[src/rtl/rom_dl_responder_if.sv]
// rom_dl_responder_if
//   Bundles the two sides of rom_dl_responder:
//   - initiator side: toggle handshake (port_req/port_ack) carrying a word
//     address, byte strobes, write flag and write data, plus read data port_q;
//   - memory side: command bus (mem_req/mem_addr/mem_ds/mem_we/mem_d), its
//     accept strobe mem_rdy and the read return mem_q/mem_qvalid.
//   Modports:
//   - slave:  the responder's view.
//   - master: the view of the initiator and memory that surround it.
interface rom_dl_responder_if #(
  parameter int unsigned AW = 23
);
  // Initiator side
  logic          port_req;
  logic          port_ack;
  logic [AW-1:0] port_a;
  logic [1:0]    port_ds;
  logic          port_we;
  logic [15:0]   port_d;
  logic [15:0]   port_q;
  // Memory side
  logic          mem_req;
  logic [AW-1:0] mem_addr;
  logic [1:0]    mem_ds;
  logic          mem_we;
  logic [15:0]   mem_d;
  logic          mem_rdy;
  logic [15:0]   mem_q;
  logic          mem_qvalid;

  modport slave (
    input  port_req, port_a, port_ds, port_we, port_d, mem_rdy, mem_q, mem_qvalid,
    output port_ack, port_q, mem_req, mem_addr, mem_ds, mem_we, mem_d
  );

  modport master (
    output port_req, port_a, port_ds, port_we, port_d, mem_rdy, mem_q, mem_qvalid,
    input  port_ack, port_q, mem_req, mem_addr, mem_ds, mem_we, mem_d
  );
endinterface

[src/rtl/rom_dl_responder.sv]
// rom_dl_responder
//   Bridges a toggle-handshake initiator to a memory command bus. Writes are
//   posted into a FIFO and acknowledged one cycle after they are queued; reads
//   are queued in order behind earlier writes and acknowledged one cycle after
//   their data returns. The FIFO head is issued to memory by a three-state FSM
//   (IDLE -> ISSUE -> IDLE, or ISSUE -> RDWAIT -> IDLE for reads).
//   Optional feature: define ROM_DL_RESPONDER_WRITE_MERGE_EN to merge a write
//   into the tail entry when the tail is a write to the same address.
//   Ports:
//   - clk_sys : sole clock, rising edge.
//   - reset_n : asynchronous active-low reset.
//   - bus     : rom_dl_responder_if.slave (initiator handshake + memory bus).
//   - busy    : FIFO non-empty or FSM not idle.
module rom_dl_responder #(
  parameter int unsigned FIFO_DEPTH = 4,
  parameter int unsigned AW         = 23
) (
  input  logic              clk_sys,
  input  logic              reset_n,
  rom_dl_responder_if.slave bus,
  output logic              busy
);

  localparam int unsigned PtrW = $clog2(FIFO_DEPTH);
  localparam int unsigned CntW = $clog2(FIFO_DEPTH) + 1;
  localparam logic [CntW-1:0] CntFull = CntW'(FIFO_DEPTH);

  localparam logic [1:0] StIdle   = 2'd0;
  localparam logic [1:0] StIssue  = 2'd1;
  localparam logic [1:0] StRdWait = 2'd2;

  logic [1:0]      state_q, state_d;
  logic            req_seen_q, req_seen_d;
  logic            port_ack_q, port_ack_d;
  logic [15:0]     port_q_q, port_q_d;
  logic [PtrW-1:0] wr_ptr_q, wr_ptr_d;
  logic [PtrW-1:0] rd_ptr_q, rd_ptr_d;
  logic [CntW-1:0] count_q, count_d;

  // Entry storage carries no reset: only entries counted by count_q are used.
  logic [AW-1:0]   fifo_addr_q [FIFO_DEPTH];
  logic [1:0]      fifo_ds_q   [FIFO_DEPTH];
  logic            fifo_we_q   [FIFO_DEPTH];
  logic [15:0]     fifo_d_q    [FIFO_DEPTH];

  logic req_pend, fifo_empty, fifo_full, merge, push, pop, accept, wr_ack, rd_done, issue;

  assign req_pend   = bus.port_req != req_seen_q;
  assign fifo_empty = count_q == '0;
  assign fifo_full  = count_q == CntFull;

`ifdef ROM_DL_RESPONDER_WRITE_MERGE_EN
  logic [PtrW-1:0] tail_ptr;
  assign tail_ptr = wr_ptr_q - PtrW'(1);
  // The head in ISSUE is already driving the memory bus, so it must not change.
  assign merge = req_pend && bus.port_we && !fifo_empty && fifo_we_q[tail_ptr] &&
                 (fifo_addr_q[tail_ptr] == bus.port_a) &&
                 !((state_q == StIssue) && (tail_ptr == rd_ptr_q));
`else
  assign merge = 1'b0;
`endif

  // Full is judged on the start-of-cycle count; a same-cycle pop does not help.
  assign push    = req_pend && !merge && !fifo_full;
  assign accept  = push || merge;
  assign issue   = state_q == StIssue;
  assign pop     = issue && bus.mem_rdy;
  assign rd_done = (state_q == StRdWait) && bus.mem_qvalid;
  assign wr_ack  = accept && bus.port_we;

  always_comb begin
    state_d = state_q;
    case (state_q)
      StIdle:   if (!fifo_empty) state_d = StIssue;
      StIssue:  if (bus.mem_rdy) state_d = fifo_we_q[rd_ptr_q] ? StIdle : StRdWait;
      StRdWait: if (bus.mem_qvalid) state_d = StIdle;
      default:  state_d = StIdle;
    endcase
  end

  always_comb begin
    req_seen_d = accept ? bus.port_req : req_seen_q;
    port_ack_d = port_ack_q ^ wr_ack ^ rd_done;
    port_q_d   = rd_done ? bus.mem_q : port_q_q;
    wr_ptr_d   = push ? wr_ptr_q + PtrW'(1) : wr_ptr_q;
    rd_ptr_d   = pop ? rd_ptr_q + PtrW'(1) : rd_ptr_q;
    count_d    = count_q + CntW'(push) - CntW'(pop);
  end

  always_ff @(posedge clk_sys or negedge reset_n) begin
    if (!reset_n) begin
      state_q    <= StIdle;
      req_seen_q <= 1'b0;
      port_ack_q <= 1'b0;
      port_q_q   <= '0;
      wr_ptr_q   <= '0;
      rd_ptr_q   <= '0;
      count_q    <= '0;
    end else begin
      state_q    <= state_d;
      req_seen_q <= req_seen_d;
      port_ack_q <= port_ack_d;
      port_q_q   <= port_q_d;
      wr_ptr_q   <= wr_ptr_d;
      rd_ptr_q   <= rd_ptr_d;
      count_q    <= count_d;
    end
  end

  always_ff @(posedge clk_sys) begin
    if (push) begin
      fifo_addr_q[wr_ptr_q] <= bus.port_a;
      fifo_ds_q[wr_ptr_q]   <= bus.port_ds;
      fifo_we_q[wr_ptr_q]   <= bus.port_we;
      fifo_d_q[wr_ptr_q]    <= bus.port_d;
    end
`ifdef ROM_DL_RESPONDER_WRITE_MERGE_EN
    else if (merge) begin
      fifo_ds_q[tail_ptr] <= fifo_ds_q[tail_ptr] | bus.port_ds;
      if (bus.port_ds[0]) fifo_d_q[tail_ptr][7:0]  <= bus.port_d[7:0];
      if (bus.port_ds[1]) fifo_d_q[tail_ptr][15:8] <= bus.port_d[15:8];
    end
`endif
  end

  // The command bus shows the head entry only while issuing, zero otherwise.
  assign bus.mem_req  = issue;
  assign bus.mem_addr = issue ? fifo_addr_q[rd_ptr_q] : '0;
  assign bus.mem_ds   = issue ? fifo_ds_q[rd_ptr_q]   : '0;
  assign bus.mem_we   = issue ? fifo_we_q[rd_ptr_q]   : 1'b0;
  assign bus.mem_d    = issue ? fifo_d_q[rd_ptr_q]    : '0;

  assign bus.port_ack = port_ack_q;
  assign bus.port_q   = port_q_q;
  assign busy         = !fifo_empty || (state_q != StIdle);

endmodule

[src/flat_wrapper.sv]
// flat-port wrapper written by rule: the top's interface ports become plain ports
module rom_dl_responder_flat 
#(
  parameter int unsigned FIFO_DEPTH = 4,
  parameter int unsigned AW         = 23
)
  (clk_sys, reset_n, busy, bus_port_req, bus_port_a, bus_port_ds, bus_port_we, bus_port_d, bus_mem_rdy, bus_mem_q, bus_mem_qvalid, bus_port_ack, bus_port_q, bus_mem_req, bus_mem_addr, bus_mem_ds, bus_mem_we, bus_mem_d);
  rom_dl_responder_if #(.AW(AW)) bus_i ();
  input  logic clk_sys;
  input  logic reset_n;
  output logic busy;
  input wire logic [$bits(bus_i.port_req)-1:0] bus_port_req;
  input wire logic [$bits(bus_i.port_a)-1:0] bus_port_a;
  input wire logic [$bits(bus_i.port_ds)-1:0] bus_port_ds;
  input wire logic [$bits(bus_i.port_we)-1:0] bus_port_we;
  input wire logic [$bits(bus_i.port_d)-1:0] bus_port_d;
  input wire logic [$bits(bus_i.mem_rdy)-1:0] bus_mem_rdy;
  input wire logic [$bits(bus_i.mem_q)-1:0] bus_mem_q;
  input wire logic [$bits(bus_i.mem_qvalid)-1:0] bus_mem_qvalid;
  output wire logic [$bits(bus_i.port_ack)-1:0] bus_port_ack;
  output wire logic [$bits(bus_i.port_q)-1:0] bus_port_q;
  output wire logic [$bits(bus_i.mem_req)-1:0] bus_mem_req;
  output wire logic [$bits(bus_i.mem_addr)-1:0] bus_mem_addr;
  output wire logic [$bits(bus_i.mem_ds)-1:0] bus_mem_ds;
  output wire logic [$bits(bus_i.mem_we)-1:0] bus_mem_we;
  output wire logic [$bits(bus_i.mem_d)-1:0] bus_mem_d;
  assign bus_i.port_req = bus_port_req;
  assign bus_i.port_a = bus_port_a;
  assign bus_i.port_ds = bus_port_ds;
  assign bus_i.port_we = bus_port_we;
  assign bus_i.port_d = bus_port_d;
  assign bus_i.mem_rdy = bus_mem_rdy;
  assign bus_i.mem_q = bus_mem_q;
  assign bus_i.mem_qvalid = bus_mem_qvalid;
  assign bus_port_ack = bus_i.port_ack;
  assign bus_port_q = bus_i.port_q;
  assign bus_mem_req = bus_i.mem_req;
  assign bus_mem_addr = bus_i.mem_addr;
  assign bus_mem_ds = bus_i.mem_ds;
  assign bus_mem_we = bus_i.mem_we;
  assign bus_mem_d = bus_i.mem_d;
  rom_dl_responder #(.FIFO_DEPTH(FIFO_DEPTH), .AW(AW)) u_core (.clk_sys(clk_sys), .reset_n(reset_n), .bus(bus_i), .busy(busy));
endmodule
[config.mk]
export PLATFORM = sky130hd
export DESIGN_NAME = rom_dl_responder_flat
export DESIGN_NICKNAME = d
export VERILOG_FILES = /design/src/rtl/rom_dl_responder_if.sv /design/src/rtl/rom_dl_responder.sv /design/src/flat_wrapper.sv
export SDC_FILE = /design/constraint.sdc
export NUM_CORES = 1
export LEC_CHECK = 0
export ABC_CLOCK_PERIOD_IN_PS = 2050
export BUFFER_PORTS_ARGS = -buffer_cell sky130_fd_sc_hd__buf_4
export CORE_UTILIZATION = 50
export DETAILED_ROUTE_END_ITERATION = 6
export PLACE_DENSITY_LB_ADDON = 0.15
export SYNTH_ARGS = -nofsm -noshare
export SYNTH_HDL_FRONTEND = slang
export SYNTH_SLANG_ARGS = --single-unit
[constraint.sdc]
create_clock -name clk_sys -period 2.05 [get_ports clk_sys]
set_input_delay 0.1025 -clock clk_sys [delete_from_list [all_inputs] [get_ports clk_sys]]
set_output_delay 0.1025 -clock clk_sys [all_outputs]
set_load 0.05 [all_outputs]
After elaboration in Yosys (flattened, before gate mapping)
Memories as Yosys holds them, arrays and structs flattened.
Cells that the tools add are included.
{"block": "totals", "ramBits": 168, "latchBits": 0, "mem_count": 4, "input_bits": 63, "regBits": 27, "output_inout_bits": 61, "romBits": 0, "wordCells": 46}
{"name": "u_core.fifo_addr_q", "words": 4, "word_bits": 23, "rd": 1, "rd_clocked_by_memory_dff": 0, "wr": 1, "line": "rom_dl_responder.sv:41", "rtl": "logic [AW-1:0] fifo_addr_q [FIFO_DEPTH];"}
{"name": "u_core.fifo_d_q", "words": 4, "word_bits": 16, "rd": 1, "rd_clocked_by_memory_dff": 0, "wr": 1, "line": "rom_dl_responder.sv:44", "rtl": "logic [15:0] fifo_d_q [FIFO_DEPTH];"}
{"name": "u_core.fifo_ds_q", "words": 4, "word_bits": 2, "rd": 1, "rd_clocked_by_memory_dff": 0, "wr": 1, "line": "rom_dl_responder.sv:42", "rtl": "logic [1:0] fifo_ds_q [FIFO_DEPTH];"}
{"name": "u_core.fifo_we_q", "words": 4, "word_bits": 1, "rd": 1, "rd_clocked_by_memory_dff": 0, "wr": 1, "line": "rom_dl_responder.sv:43", "rtl": "logic fifo_we_q [FIFO_DEPTH];"}
{"block": "op_classes", "bitwise": 2, "n_lt_le_gt_ge": 0, "n_reduce_logical": 11, "n_eq_ne": 7, "n_mul": 0, "n_shift": 0, "mux": 11, "div_mod_pow": 0, "n_addsub": 4}
{"operator": "$mux W23", "n": 1}
{"operator": "$mux W16", "n": 1}
{"operator": "$mux W2", "n": 5}
{"operator": "$ne A2 B2 Y1 const B", "n": 3}
{"operator": "$pmux W2 S3", "n": 1}
{"operator": "$add A2 B1 Y2 const B", "n": 2}
{"operator": "$logic_and A1 B1 Y1", "n": 4}
{"operator": "$add A3 B1 Y3", "n": 1}
{"operator": "$eq A3 B3 Y1 const B", "n": 1}
{"operator": "$logic_not A3 Y1", "n": 1}
{"operator": "$mux W1", "n": 3}
{"operator": "$reduce_and A3 Y1", "n": 1}
{"operator": "$sub A3 B1 Y3", "n": 1}
{"operator": "$eq A2 B1 Y1 const B", "n": 1}
{"operator": "$eq A2 B2 Y1 const B", "n": 1}
{"operator": "$logic_not A1 Y1", "n": 2}
{"operator": "$logic_not A2 Y1", "n": 1}
{"operator": "$reduce_bool A2 Y1", "n": 1}
{"operator": "$xor A1 B1 Y1", "n": 2}
{"operator": "$logic_or A1 B1 Y1", "n": 1}
{"operator": "$ne A1 B1 Y1", "n": 1}

Logic depth before layout (Yosys ltp)
{"block": "depth", "ltp_word": 6, "depth_mapped": 11}

Least setup slack after synthesis
OpenSTA, ideal clock, no wires.
{"block": "synth_path", "path_kind": "reg-to-reg", "from": "register u_core.state_q[0]", "to": "register u_core.count_q[2]", "synth_period_minus_slack_ns": 2.084, "arrival_ns": 1.958, "required_ns": 1.924, "slack_ns": -0.034, "stages_incl_launch_ff": 12, "cell_sequence": "dfrtp_1 > nor2b_1 > clkbuf_1 > nand2_1 > inv_1 > ha_1 > inv_1 > ha_1 > inv_1 > fa_1 > xnor2_1 > xnor2_1"}
{"block": "synth_between", "elab_chain_cells": 3}
{"item": "start, declared", "line": "rom_dl_responder.sv:32", "rtl": "logic [1:0] state_q, state_d;"}
{"item": "start signal, assigned", "line": "rom_dl_responder.sv:92", "rtl": "state_q <= StIdle;"}
{"item": "start signal, assigned", "line": "rom_dl_responder.sv:100", "rtl": "state_q <= state_d;"}
{"item": "$eq A2 B1 Y1", "line": "rom_dl_responder.sv:66", "rtl": "assign issue = state_q == StIssue;"}
{"item": "$logic_and A1 B1 Y1", "line": "rom_dl_responder.sv:67", "rtl": "assign pop = issue && bus.mem_rdy;"}
{"item": "named net u_core.pop", "line": "rom_dl_responder.sv:46", "rtl": "logic req_pend, fifo_empty, fifo_full, merge, push, pop, accept, wr_ack, rd_done, issue;"}
{"item": "$sub A3 B1 Y3", "line": "rom_dl_responder.sv:87", "rtl": "count_d = count_q + CntW'(push) - CntW'(pop);"}
{"item": "named net u_core.count_d[2]", "line": "rom_dl_responder.sv:38", "rtl": "logic [CntW-1:0] count_q, count_d;"}
{"item": "end signal, assigned", "line": "rom_dl_responder.sv:106", "rtl": "count_q <= count_d;"}
{"item": "end, declared", "line": "rom_dl_responder.sv:38"}
The timed path passes the listed nets, and every way through them passes these cells.
A chain may end at the register's enable or synchronous reset.

Worst setup path after layout
{"block": "layout_path", "from": "register u_core.rd_ptr_q[0]", "to": "output bus_mem_addr[12]"}
{"block": "layout_between", "elab_chain_cells": 2}
{"item": "start, declared", "line": "rom_dl_responder.sv:37", "rtl": "logic [PtrW-1:0] rd_ptr_q, rd_ptr_d;"}
{"item": "start signal, assigned", "line": "rom_dl_responder.sv:105", "rtl": "rd_ptr_q <= rd_ptr_d;"}
{"item": "$mem_v2 Z4 W23"}
{"item": "$mux W23", "line": "rom_dl_responder.sv:128", "rtl": "assign bus.mem_addr = issue ? fifo_addr_q[rd_ptr_q] : '0;"}
{"item": "end, declared", "line": "flat_wrapper.sv:23", "rtl": "output wire logic [$bits(bus_i.mem_addr)-1:0] bus_mem_addr;"}
No other way between the ends.

==> impl_results.md <==
* Tot Pwr at 17600 µW
* Complex-gate fraction of the synthesized area at 0.00216
* Portion of synthesized cell area occupied by the leading cell type at 0.669
* Final count of pins violating max slew at 0
* Number of distinct library cells after synthesis at 26
* Total of max-cap violations at 0
* Cell with the most instances after synthesis: sky130_fd_sc_hd__edfxtp_1
* Worst-margin pin slew at 494 ps
* RSZ-0062 raised after global routing: true
* Via count of the first global-routing pass at 4241
* Rel. slew slack at 0.669
* Dominant combinational cell family by area after synthesis: multiplexers
* DP HPWL at 8070 µm
* Cell family with most CP delay: multiplexers
* Critical path type: flip-flop to output port
* Final GP Congestion at 0.682
* Buffers plus inverters on the worst setup path at 2
* Total number of clock tree sinks at 195
* Cell-by-cell trace of the critical path: bufbuf_16, mux4_2, and2_1, buf_4
* Number of CTS-inserted buffers at 17
* Run status: complete, but fails checks
* Pre-Repair DR Iteration Count at 7
* Pin count of the biggest net entering global routing at 45
* I/O pin cnt at 124
* Die Y at 125 µm
* Warning count from the yosys run at 0
* Critical Path End Type: output port
* Total routed wirelength at 14300 µm
* Post-layout net count at 632
* Post-layout min period at 2140 ps
* Post-detailed-route count of antenna-violating nets at 0
* Rows at 44
* Cell accounting for the most synthesized area: sky130_fd_sc_hd__edfxtp_1
* XOR/XNOR Fraction of Synth Area at 0.00929
* Sequential area share after synthesis at 0.758
* Area growth, synth to finish at 35.8%
* FFs w/ async S/R, synth at 0.138
* Final worst-path cycle share at 1.05
* Share of final-layout standard cells stronger than drive strength 1 at 0.431
* CTS tree: yes
* Adder-Cell Fraction of Synth Area at 0.0126
* Synthesized instance count at 354
* Multiplexer area fraction after synthesis at 0.153
* Effective utilization at floorplan at 0.515
* Synth Register Bits at 195
* Type of the tightest min-delay check: primary input to async pin
* Slack of the critical path at -94.6 ps
* Max H-tree Level at 4
* Standard cell core area at 14600 µm²
* Worst EP required at 1950 ps
* Maximum frequency from static timing analysis at 0.466 GHz
* Simple-gate portion of the synthesized area at 0.0483
* Global-route wire length before repair at 22500 µm
* Antenna fix cells at 0
* Final global-route overflow total at 0
* Count of final hold-check violations at 0
* Clock slew seen by the registers of the worst setup and hold paths at 60 ps
* Post-detailed-route wirelength per cell at 18.8 µm
* Dominant register cell in the synthesized netlist: sky130_fd_sc_hd__edfxtp_1
* EDFF count, synth at 168
* Initial antenna violation count at 0
* Setup violators final at 32
* Synth area leaders: sky130_fd_sc_hd__edfxtp_1 (67%), sky130_fd_sc_hd__mux4_2 (13%), sky130_fd_sc_hd__dfrtp_1 (9.0%)
* Peak supply drop at 1160 µV
* Maximum root-to-sink buffer count at 2
* GRT Resource Usage Total at 0.198
* Crit start category: flip-flop
* Violations in the final reports: design-rule violations, negative setup slack
* Final cell count without fillers at 759
* Worst skew pair latency at 420 ps
* Synthesized netlist net count at 424
* Worst Skew at 7.87 ps
* Slowest cell delay on critical path at 490 ps
* Layout fillers at 962
* Most numerous cell types in the synthesized netlist: sky130_fd_sc_hd__edfxtp_1 (168), sky130_fd_sc_hd__and2_1 (42), sky130_fd_sc_hd__mux4_2 (42)
* Die Wd at 125 µm
* Minimum setup slack among reg-to-reg paths at 120 ps
* Via Count at 3954
* # DRC at 16
* Number of placed instances, taps included at 659
* Crit path max-delay cell type: sky130_fd_sc_hd__mux4_2
* Leakage at 0.00384 µW
* Total die area at 15600 µm²
* End-of-flow core utilization at 0.700
* Synth Area per Inst at 21.3 µm²
* Post-route worst hold slack at 128 ps
* Power per cell area at 1720 nW/µm²
* Number of port buffers at 123
* Highest fanout seen on the critical path at 7
* Critical Path AT at 2040 ps
* Root buffer cell: sky130_fd_sc_hd__clkbuf_16
* Mapped cell area at 7540 µm²
* Vias per inst at 5.21
* Detailed Route Iter0 Violations at 202
* Pre-CTS setup slack at 108 ps
-- worst register-to-register path: cells and delay by family, from the launching register on --
family	cells	cell delay, ps
buffers and inverters	2	140
AND/OR/NAND/NOR	2	680
adder cells (fa/ha/maj)	2	620
flip-flops	1	450
-- where the power goes --
group / internal, µW / leakage, µW / switching [µW]
logic: 3520 / 0.00171 / 4980
clock network: 1900 / 0.000270 / 1330
registers: 5490 / 0.00186 / 355
total: 10900 / 0.00384 / 6670
-- timing repair --
action                     4_1_cts  5_1_grt
resized for setup               46        2
hold buffers                    62        0
buffers inserted                 2        1
hold endpoints to repair       216        0
cloned                           3        0
setup endpoints to repair       42       43
pin swaps                        0        1
-- through the flow --
| step | area, µm² | setup TNS (ps) |
|---|---|---|
| floorplan | 7550 | 0 |
| global placement | 8760 | 0 |
| detailed placement | 8760 | 0 |
| CTS | 10200 | -2480 |
| global route | 10200 | -4290 |
| finish | 10200 | -1580 |
-- sequential cells by signal, indices dropped and copies added (netlist names) --
| name | count |
|---|---|
| u_core.count_q | 3 |
| u_core.wr_ptr_q | 2 |
| u_core.bus.port_ack | 1 |
| u_core.req_seen_q | 1 |
| u_core.fifo_d_q | 64 |
| u_core.fifo_ds_q | 8 |
| u_core.bus.port_q | 16 |
| u_core.rd_ptr_q | 2 |
| u_core.fifo_we_q | 4 |
| u_core.fifo_addr_q | 92 |
| u_core.state_q | 2 |
-- routing by layer --
layer | share of wire | GRT usage
met1 | 0.42 | 0.244
met2 | 0.53 | 0.345
met3 | 0.043 | 0.0481
met4 | 0.011 | 0.0667
met5 | 0 | 0
-- placed cells by master (no fill, tap or decap), types with 2 or more instances in the layout --
cell / n
sky130_fd_sc_hd__and2_1: 35
sky130_fd_sc_hd__and2_4: 8
sky130_fd_sc_hd__and3_2: 4
sky130_fd_sc_hd__buf_12: 3
sky130_fd_sc_hd__buf_16: 3
sky130_fd_sc_hd__buf_4: 102
sky130_fd_sc_hd__buf_6: 34
sky130_fd_sc_hd__bufinv_16: 3
sky130_fd_sc_hd__clkbuf_1: 3
sky130_fd_sc_hd__clkbuf_16: 17
sky130_fd_sc_hd__clkinv_1: 4
sky130_fd_sc_hd__clkinvlp_4: 2
sky130_fd_sc_hd__dfrtp_1: 24
sky130_fd_sc_hd__dfrtp_2: 2
sky130_fd_sc_hd__dlygate4sd3_1: 62
sky130_fd_sc_hd__edfxtp_1: 168
sky130_fd_sc_hd__ha_1: 6
sky130_fd_sc_hd__inv_1: 7
sky130_fd_sc_hd__mux2_2: 17
sky130_fd_sc_hd__mux4_2: 42
sky130_fd_sc_hd__nand3_1: 2
sky130_fd_sc_hd__nor2_1: 2
sky130_fd_sc_hd__xnor2_1: 7
-- area by class of cell --
class	count	area (µm²)	share of cell area
clock inverters	12	139	0.0136
well taps	184	230	0.0225
multi-input cells	135	1730	0.169
flip-flops and latches	195	5730	0.559
inverters	7	26.3	0.00256
clock buffers	20	437	0.0426
repair buffers	206	1960	0.191
-- final timing paths --
kind	start	endpoint	cells after the start
setup reg to reg	u_core.count_q[1]$_DFF_PN0_	u_core.count_q[1]$_DFF_PN0_	6
setup / recovery	u_core.rd_ptr_q[0]$_DFFE_PN0P_	bus_mem_addr[12]	4
max in group asynchronous	reset_n	u_core.rd_ptr_q[0]$_DFFE_PN0P_	2
hold / removal	reset_n	u_core.bus.port_q[7]$_DFFE_PN0N_	2
hold reg to reg	u_core.bus.port_q[4]$_DFFE_PN0N_	u_core.bus.port_q[4]$_DFFE_PN0N_	1
min in group clk_sys	bus_port_a[21]	u_core.fifo_addr_q[2][21]$_DFFE_PP_	2
-- cell families after synthesis --
logic type,Yosys count
mux,60
compound gates,2
xor+xnor,8
buf+inv,24
simple gates,58
flops,195
fa+ha+maj,7
Power figures use the tool's default switching activity.
